--- src/rtl/pong_pkg.sv ---
// Shared constants for the PS/2 keyboard front end: scan codes and frame FSM encoding.
package pong_pkg;

  localparam logic [7:0] SC_EXT   = 8'hE0;
  localparam logic [7:0] SC_BRK   = 8'hF0;
  localparam logic [7:0] SC_ENTER = 8'h5A;
  localparam logic [7:0] SC_Z     = 8'h1A;
  localparam logic [7:0] SC_X     = 8'h22;
  localparam logic [7:0] SC_LEFT  = 8'h6B;
  localparam logic [7:0] SC_RIGHT = 8'h74;

  typedef enum logic [1:0] {
    ST_IDLE   = 2'd0,
    ST_DATA   = 2'd1,
    ST_PARITY = 2'd2,
    ST_STOP   = 2'd3
  } frame_state_t;

  // A PS/2 frame is good when the data byte plus its parity bit hold an odd number of ones.
  function automatic logic odd_parity_ok(input logic [7:0] data, input logic par);
    return ^{data, par};
  endfunction

endpackage

--- src/rtl/ps2_line_filter.sv ---
// Two-flop synchronizer, run-length glitch filter and falling-edge pulse for one PS/2 line.
module ps2_line_filter #(
  parameter int FILTER_LEN = 8
) (
  input  logic i_clk,
  input  logic i_rst_n,
  input  logic i_line,
  output logic o_sync,
  output logic o_filt,
  output logic o_fall
);

  localparam int CW = (FILTER_LEN > 1) ? $clog2(FILTER_LEN) : 1;

  logic          r_meta;
  logic          r_sync;
  logic          r_filt;
  logic          r_fall;
  logic [CW-1:0] r_cnt;
  logic          w_flip;

  // r_cnt counts consecutive samples disagreeing with the filtered level.
  assign w_flip = (r_sync != r_filt) && (r_cnt == CW'(FILTER_LEN - 1));

  always_ff @(posedge i_clk or negedge i_rst_n) begin
    if (!i_rst_n) begin
      r_meta <= 1'b1;
      r_sync <= 1'b1;
      r_filt <= 1'b1;
      r_fall <= 1'b0;
      r_cnt  <= '0;
    end else begin
      r_meta <= i_line;
      r_sync <= r_meta;
      r_fall <= w_flip & r_filt;
      if (r_sync == r_filt) begin
        r_cnt <= '0;
      end else if (w_flip) begin
        r_filt <= r_sync;
        r_cnt  <= '0;
      end else begin
        r_cnt <= r_cnt + 1'b1;
      end
    end
  end

  assign o_sync = r_sync;
  assign o_filt = r_filt;
  assign o_fall = r_fall;

endmodule

--- src/rtl/ps2_key_decoder.sv ---
// PS/2 keyboard frame receiver and scan-code decoder producing held-key flags for the game loop.
module ps2_key_decoder
  import pong_pkg::*;
#(
  parameter int FILTER_LEN     = 8,
  parameter int TIMEOUT_CYCLES = 50000
) (
  input  logic       Clock,
  input  logic       Reset,
  input  logic       PS2Clk,
  input  logic       PS2Data,
  output logic       isEnter,
  output logic       isZ,
  output logic       isX,
  output logic       isLeft,
  output logic       isRight,
  output logic       KeyValid,
  output logic [7:0] KeyCode,
  output logic       FrameErr
);

  localparam int TW = $clog2(TIMEOUT_CYCLES + 1);

  logic         w_sample;
  logic         w_data;
  logic         w_clk_sync_unused;
  logic         w_clk_filt_unused;
  logic [1:0]   w_data_unused;

  frame_state_t r_state;
  frame_state_t w_state_next;
  logic         w_accept;
  logic         w_reject;
  logic         w_timeout;

  logic [7:0]    r_shift;
  logic [2:0]    r_bitcnt;
  logic          r_parity;
  logic [TW-1:0] r_timer;
  logic          r_ext;
  logic          r_brk;
  logic          r_enter;
  logic          r_z;
  logic          r_x;
  logic          r_left;
  logic          r_right;
  logic          r_key_valid;
  logic [7:0]    r_keycode;
  logic          r_frame_err;

  ps2_line_filter #(.FILTER_LEN(FILTER_LEN)) u_clk_filter (
    .i_clk   (Clock),
    .i_rst_n (Reset),
    .i_line  (PS2Clk),
    .o_sync  (w_clk_sync_unused),
    .o_filt  (w_clk_filt_unused),
    .o_fall  (w_sample)
  );

  ps2_line_filter #(.FILTER_LEN(FILTER_LEN)) u_data_filter (
    .i_clk   (Clock),
    .i_rst_n (Reset),
    .i_line  (PS2Data),
    .o_sync  (w_data),
    .o_filt  (w_data_unused[0]),
    .o_fall  (w_data_unused[1])
  );

  always_ff @(posedge Clock or negedge Reset) begin
    if (!Reset) begin
      r_state <= ST_IDLE;
    end else begin
      r_state <= w_state_next;
    end
  end

  always_comb begin
    w_state_next = r_state;
    w_accept     = 1'b0;
    w_reject     = 1'b0;
    w_timeout    = 1'b0;
    case (r_state)
      ST_IDLE: begin
        if (w_sample && !w_data) w_state_next = ST_DATA;
      end
      ST_DATA: begin
        if (w_sample && (r_bitcnt == 3'd7)) w_state_next = ST_PARITY;
      end
      ST_PARITY: begin
        if (w_sample) w_state_next = ST_STOP;
      end
      ST_STOP: begin
        if (w_sample) begin
          w_state_next = ST_IDLE;
          if (odd_parity_ok(r_shift, r_parity) && w_data) w_accept = 1'b1;
          else w_reject = 1'b1;
        end
      end
      default: w_state_next = ST_IDLE;
    endcase
    // A sample event in the same cycle wins over an expiring timer.
    if ((r_state != ST_IDLE) && !w_sample && (r_timer == TW'(TIMEOUT_CYCLES - 1))) begin
      w_state_next = ST_IDLE;
      w_timeout    = 1'b1;
    end
  end

  always_ff @(posedge Clock or negedge Reset) begin
    if (!Reset) begin
      r_shift     <= '0;
      r_bitcnt    <= '0;
      r_parity    <= 1'b0;
      r_timer     <= '0;
      r_ext       <= 1'b0;
      r_brk       <= 1'b0;
      r_enter     <= 1'b0;
      r_z         <= 1'b0;
      r_x         <= 1'b0;
      r_left      <= 1'b0;
      r_right     <= 1'b0;
      r_key_valid <= 1'b0;
      r_keycode   <= '0;
      r_frame_err <= 1'b0;
    end else begin
      r_key_valid <= 1'b0;
      r_frame_err <= 1'b0;

      if ((r_state == ST_IDLE) || w_sample) r_timer <= '0;
      else r_timer <= r_timer + 1'b1;

      if (r_state == ST_IDLE) r_bitcnt <= '0;

      if (w_sample && (r_state == ST_DATA)) begin
        r_shift  <= {w_data, r_shift[7:1]};
        r_bitcnt <= r_bitcnt + 1'b1;
      end
      if (w_sample && (r_state == ST_PARITY)) r_parity <= w_data;

      if (w_reject || w_timeout) begin
        r_frame_err <= 1'b1;
        r_ext       <= 1'b0;
        r_brk       <= 1'b0;
      end else if (w_accept) begin
        if (r_shift == SC_EXT) begin
          r_ext <= 1'b1;
        end else if (r_shift == SC_BRK) begin
          r_brk <= 1'b1;
        end else begin
          r_key_valid <= 1'b1;
          r_keycode   <= r_shift;
          r_ext       <= 1'b0;
          r_brk       <= 1'b0;
          // Non-extended 0x6B/0x74 are keypad keys and must not move the arrows.
          if (r_shift == SC_ENTER)              r_enter <= ~r_brk;
          if ((r_shift == SC_Z) && !r_ext)      r_z     <= ~r_brk;
          if ((r_shift == SC_X) && !r_ext)      r_x     <= ~r_brk;
          if ((r_shift == SC_LEFT) && r_ext)    r_left  <= ~r_brk;
          if ((r_shift == SC_RIGHT) && r_ext)   r_right <= ~r_brk;
        end
      end
    end
  end

  assign isEnter  = r_enter;
  assign isZ      = r_z;
  assign isX      = r_x;
  assign isLeft   = r_left;
  assign isRight  = r_right;
  assign KeyValid = r_key_valid;
  assign KeyCode  = r_keycode;
  assign FrameErr = r_frame_err;

endmodule

--- config.mk ---
export PLATFORM = sky130hd
export DESIGN_NAME = ps2_key_decoder
export DESIGN_NICKNAME = d
export VERILOG_FILES = /design/src/rtl/pong_pkg.sv /design/src/rtl/ps2_line_filter.sv /design/src/rtl/ps2_key_decoder.sv
export SDC_FILE = /design/constraint.sdc
export NUM_CORES = 1
export LEC_CHECK = 0
export CAP_MARGIN = 20
export CORE_MARGIN = 3
export CORE_UTILIZATION = 45
export CTS_BUF_LIST = sky130_fd_sc_hd__clkbuf_2
export CTS_CLUSTER_SIZE = 24
export DETAILED_ROUTE_END_ITERATION = 6
export HOLD_SLACK_MARGIN = 0.08
export PLACE_DENSITY_LB_ADDON = 0.3
export SETUP_SLACK_MARGIN = 0.02
export SLEW_MARGIN = 20
export SYNTH_ARGS = -nofsm -noshare
export SYNTH_HDL_FRONTEND = slang
export SYNTH_SLANG_ARGS = --single-unit
--- constraint.sdc ---
create_clock -name Clock -period 2.7 [get_ports Clock]
set_input_delay 0.81 -clock Clock [delete_from_list [all_inputs] [get_ports Clock]]
set_output_delay 0.81 -clock Clock [all_outputs]
set_load 0.01 [all_outputs]
==> flow_summary_export.csv <==
group,metric,value,unit
setup_path,timing.rr.end,"r_state[1]",
timing,min_period_over_period,0.8189,
timing,relSlewSlack,0.6422,
place,io_buffers,18,
place,dpl.hpwl,3082,µm
synthesis,yosys.area.top_type,"dfrtp_1",
floorplanning,num_rows,27,
clock_tree,ctsResizeCount,0,
synthesis,ys_warn_count,0,
finish,multiInputGateArea,1149,µm²
finish,drive_gt1_frac,0.1700,
global_routing,grt_remaining_overflow,0,
synthesis,netlist.area_leader.share,0.4823,
detailed_routing,top_layer_used,"met4",
power,total_power,0.001754,W
synthesis,async_flop_share,1.000,
synthesis,ys_ff_latch,56,
setup_path,crit_path_cell_trace,"inv_1 > ha_1 > or2_1 > or4_4 > nor4_4 > a21oi_2 > a21o_1",
clock_tree,cts_tree,"yes",
synthesis,netlist_area,2646,µm²
clock_tree,insertion_delay,0.44,ns
timing,setup_violations,0,
global_routing,grt_pass1_vias,1681,
floorplanning,start_util,0.4719,
finish,diodes,0,
setup_path,crit_start,"r_state[0]",
timing,skew,0.02520,ns
finish,fillers,504,
timing,slew_viol_final,0,
place,place_congestion,0.8108,
setup_path,reg2reg_from,"r_state[0]",
finish,syn2layout_area_growth,11.82,%
clock_tree,cts.clk_slew.worst_paths,0.29,ns
power,p_per_area,592.7,nW/µm²
clock_tree,clock_path_buffers,2,
synthesis,synth_area_per_cell,11.36,µm²
timing,period_needed,2.211,ns
setup_path,r2r_setup_slack,0.49,ns
floorplanning,ios,19,
global_routing,grt_max_degree,34,
detailed_routing,viasPerCell,5.175,
clock_tree,cts_root_buf,"clkbuf_2",
clock_tree,numClockSinks,56,
finish,final_common_cell,"dfrtp_1",
synthesis,syn_nets,246,
setup_path,setup.worst_path.end,"r_state[1]",
setup_path,required,3.05,ns
floorplanning,dieArea,6837,µm²
detailed_routing,routed-wl-met3,140,µm
timing,worst_slew_pin_slew,0.5367,ns
global_routing,grt_pass1_wl,7762,µm
setup_path,slowest_delay,0.49,ns
finish,mostFrequentLayoutCells,"51 x dfrtp_1, 23 x nor2_1, 18 x nand2_1",
synthesis,ys.flop_type,"dfrtp_1",
timing,totalNegativeSetupSlack,0,ns
job,cap_violations,0,
power,cellLeakagePower,1.391,nW
synthesis,synth_edf_count,0,
timing,grt_setup_unrepaired,"no",
floorplanning,die_height,82.69,µm
run_status,status,"finished, final reports clean",
floorplanning,die_x,82.69,µm
setup_path,start_kind,"register",
detailed_routing,drt-total-wl,4182,µm
global_routing,antenna_found_initial,0,
synthesis,synthTopCellsByArea,"dfrtp_1 48%, mux2_2 7.2%, dfstp_2 5.0%",
detailed_routing,num_vias,1682,
detailed_routing,met1_length,1921,µm
finish,regArea,1408,µm²
clock_tree,cts_buffers,5,
power,ir_worst_vdd,433.1,µV
clock_tree,cts-htree-levels,2,
detailed_routing,drtPass1Iterations,4,
hold_path,min_path_type,"input pin to async pin",
finish,final_nets,265,
setup_path,cp-end-kind,"register",
detailed_routing,first_iter_violations,104,
timing,hold_viol_final,0,
timing,fmax,452.3,MHz
detailed_routing,wl_met2,2062,µm
setup_path,crit_type,"register to register",
setup_path,cp_slowest_cell,"or4_4",
setup_path,reg2reg_depth,7,
global_routing,grt_usage,0.1482,
detailed_routing,ant_nets,0,
clock_tree,cts_setup_buffers,0,
detailed_routing,drt-wirelength-per-cell,12.87,µm
setup_path,crit_fanout,6,
floorplanning,core,5608,µm²
synthesis,ys_seq_area_frac,0.5319,
detailed_routing,route.detailed.drc,0,
setup_path,worst_ep_arrival_time,2.56,ns
clock_tree,hold_buffers,0,
synthesis,synth.distinct_cells,42,
synthesis,synthCells,233,
==> synth_stat cells, drive strengths merged, types with 5 or more instances <==
| library cell | n |
|---|---|
| nand2 | 18 |
| dfrtp | 51 |
| xor2 | 7 |
| ha | 9 |
| nand3 | 12 |
| nor3 | 10 |
| nand4 | 5 |
| inv | 10 |
| nor2 | 23 |
| xnor2 | 11 |
| dfstp | 5 |
| mux2 | 17 |
| buf | 5 |
| a21oi | 7 |
| o21ai | 7 |
==> layout make-up <==
class | count | share of cell area
multi-input cells | 159 | 0.3882
clock inverters | 3 | 0.01607
repair buffers | 20 | 0.06850
well taps | 72 | 0.03044
clock buffers | 5 | 0.008457
flip-flops and latches | 56 | 0.4757
inverters | 10 | 0.01268
==> layer usage <==
layer  GRT usage  vias to the layer above
met5           0                        -
met2      0.2380                       20
met3     0.03579                        6
li1            -                      838
met4     0.05882                        0
met1      0.1928                      818
==> how the worst min path moves through the flow <==
stage,startpoint,to,slack [ns],cells after the start
floorplan,u_clk_filter.r_meta,u_clk_filter.o_sync,0.35,0
global placement,u_data_filter.r_meta,u_data_filter.o_sync,0.35,0
detailed placement,u_clk_filter.r_meta,u_clk_filter.o_sync,0.35,0
CTS,Reset,KeyValid,0.28,1
global route,Reset,KeyValid,0.26,1
finish,Reset,KeyValid,0.29,1
==> power breakdown <==
group | switching [W] | internal (W)
registers | 0.0000602 | 0.000917
logic | 0.000200 | 0.000161
clock network | 0.000256 | 0.000160
==> flip-flops by register name, summed over array words and instances (netlist names), 2 cells and up <==
name                count
r_shift                 8
r_timer                16
u_clk_filter.r_cnt      3
KeyCode                 8
r_state                 2
r_bitcnt                3
==> critical path, delay by kind of cell (launching register included) <==
| kind | cells | cell delay, ns |
|---|---|---|
| AOI/OAI and AO/OA | 2 | 0.21 |
| adders and majority gates | 1 | 0.25 |
| buffers and inverters | 1 | 0.09 |
| DFF | 1 | 0.48 |
| and+or+nand+nor | 3 | 1.12 |
==> logic make-up after synthesis <==
logic type / synth area share
mux: 0.08747
buf+inv: 0.03404
flops: 0.5319
simple gates: 0.1901
fa+ha+maj: 0.04255
compound gates: 0.03830
xor+xnor: 0.07565
==> through the flow <==
step                      utilization  hold WS [ns]  area [µm²]  worst slack, ns  instances
after floorplan                     -        0.3452        2646           0.5512        233
after global placement         0.5147        0.3465        2887           0.5736        317
after detailed placement       0.5147        0.3491        2887           0.4930        317
after CTS                      0.5277        0.2752        2959           0.4492        325
after global routing           0.5277        0.2581        2959           0.2487        325
final                          0.5277        0.2853        2959           0.4889        325
Power figures use the tool's default switching activity.
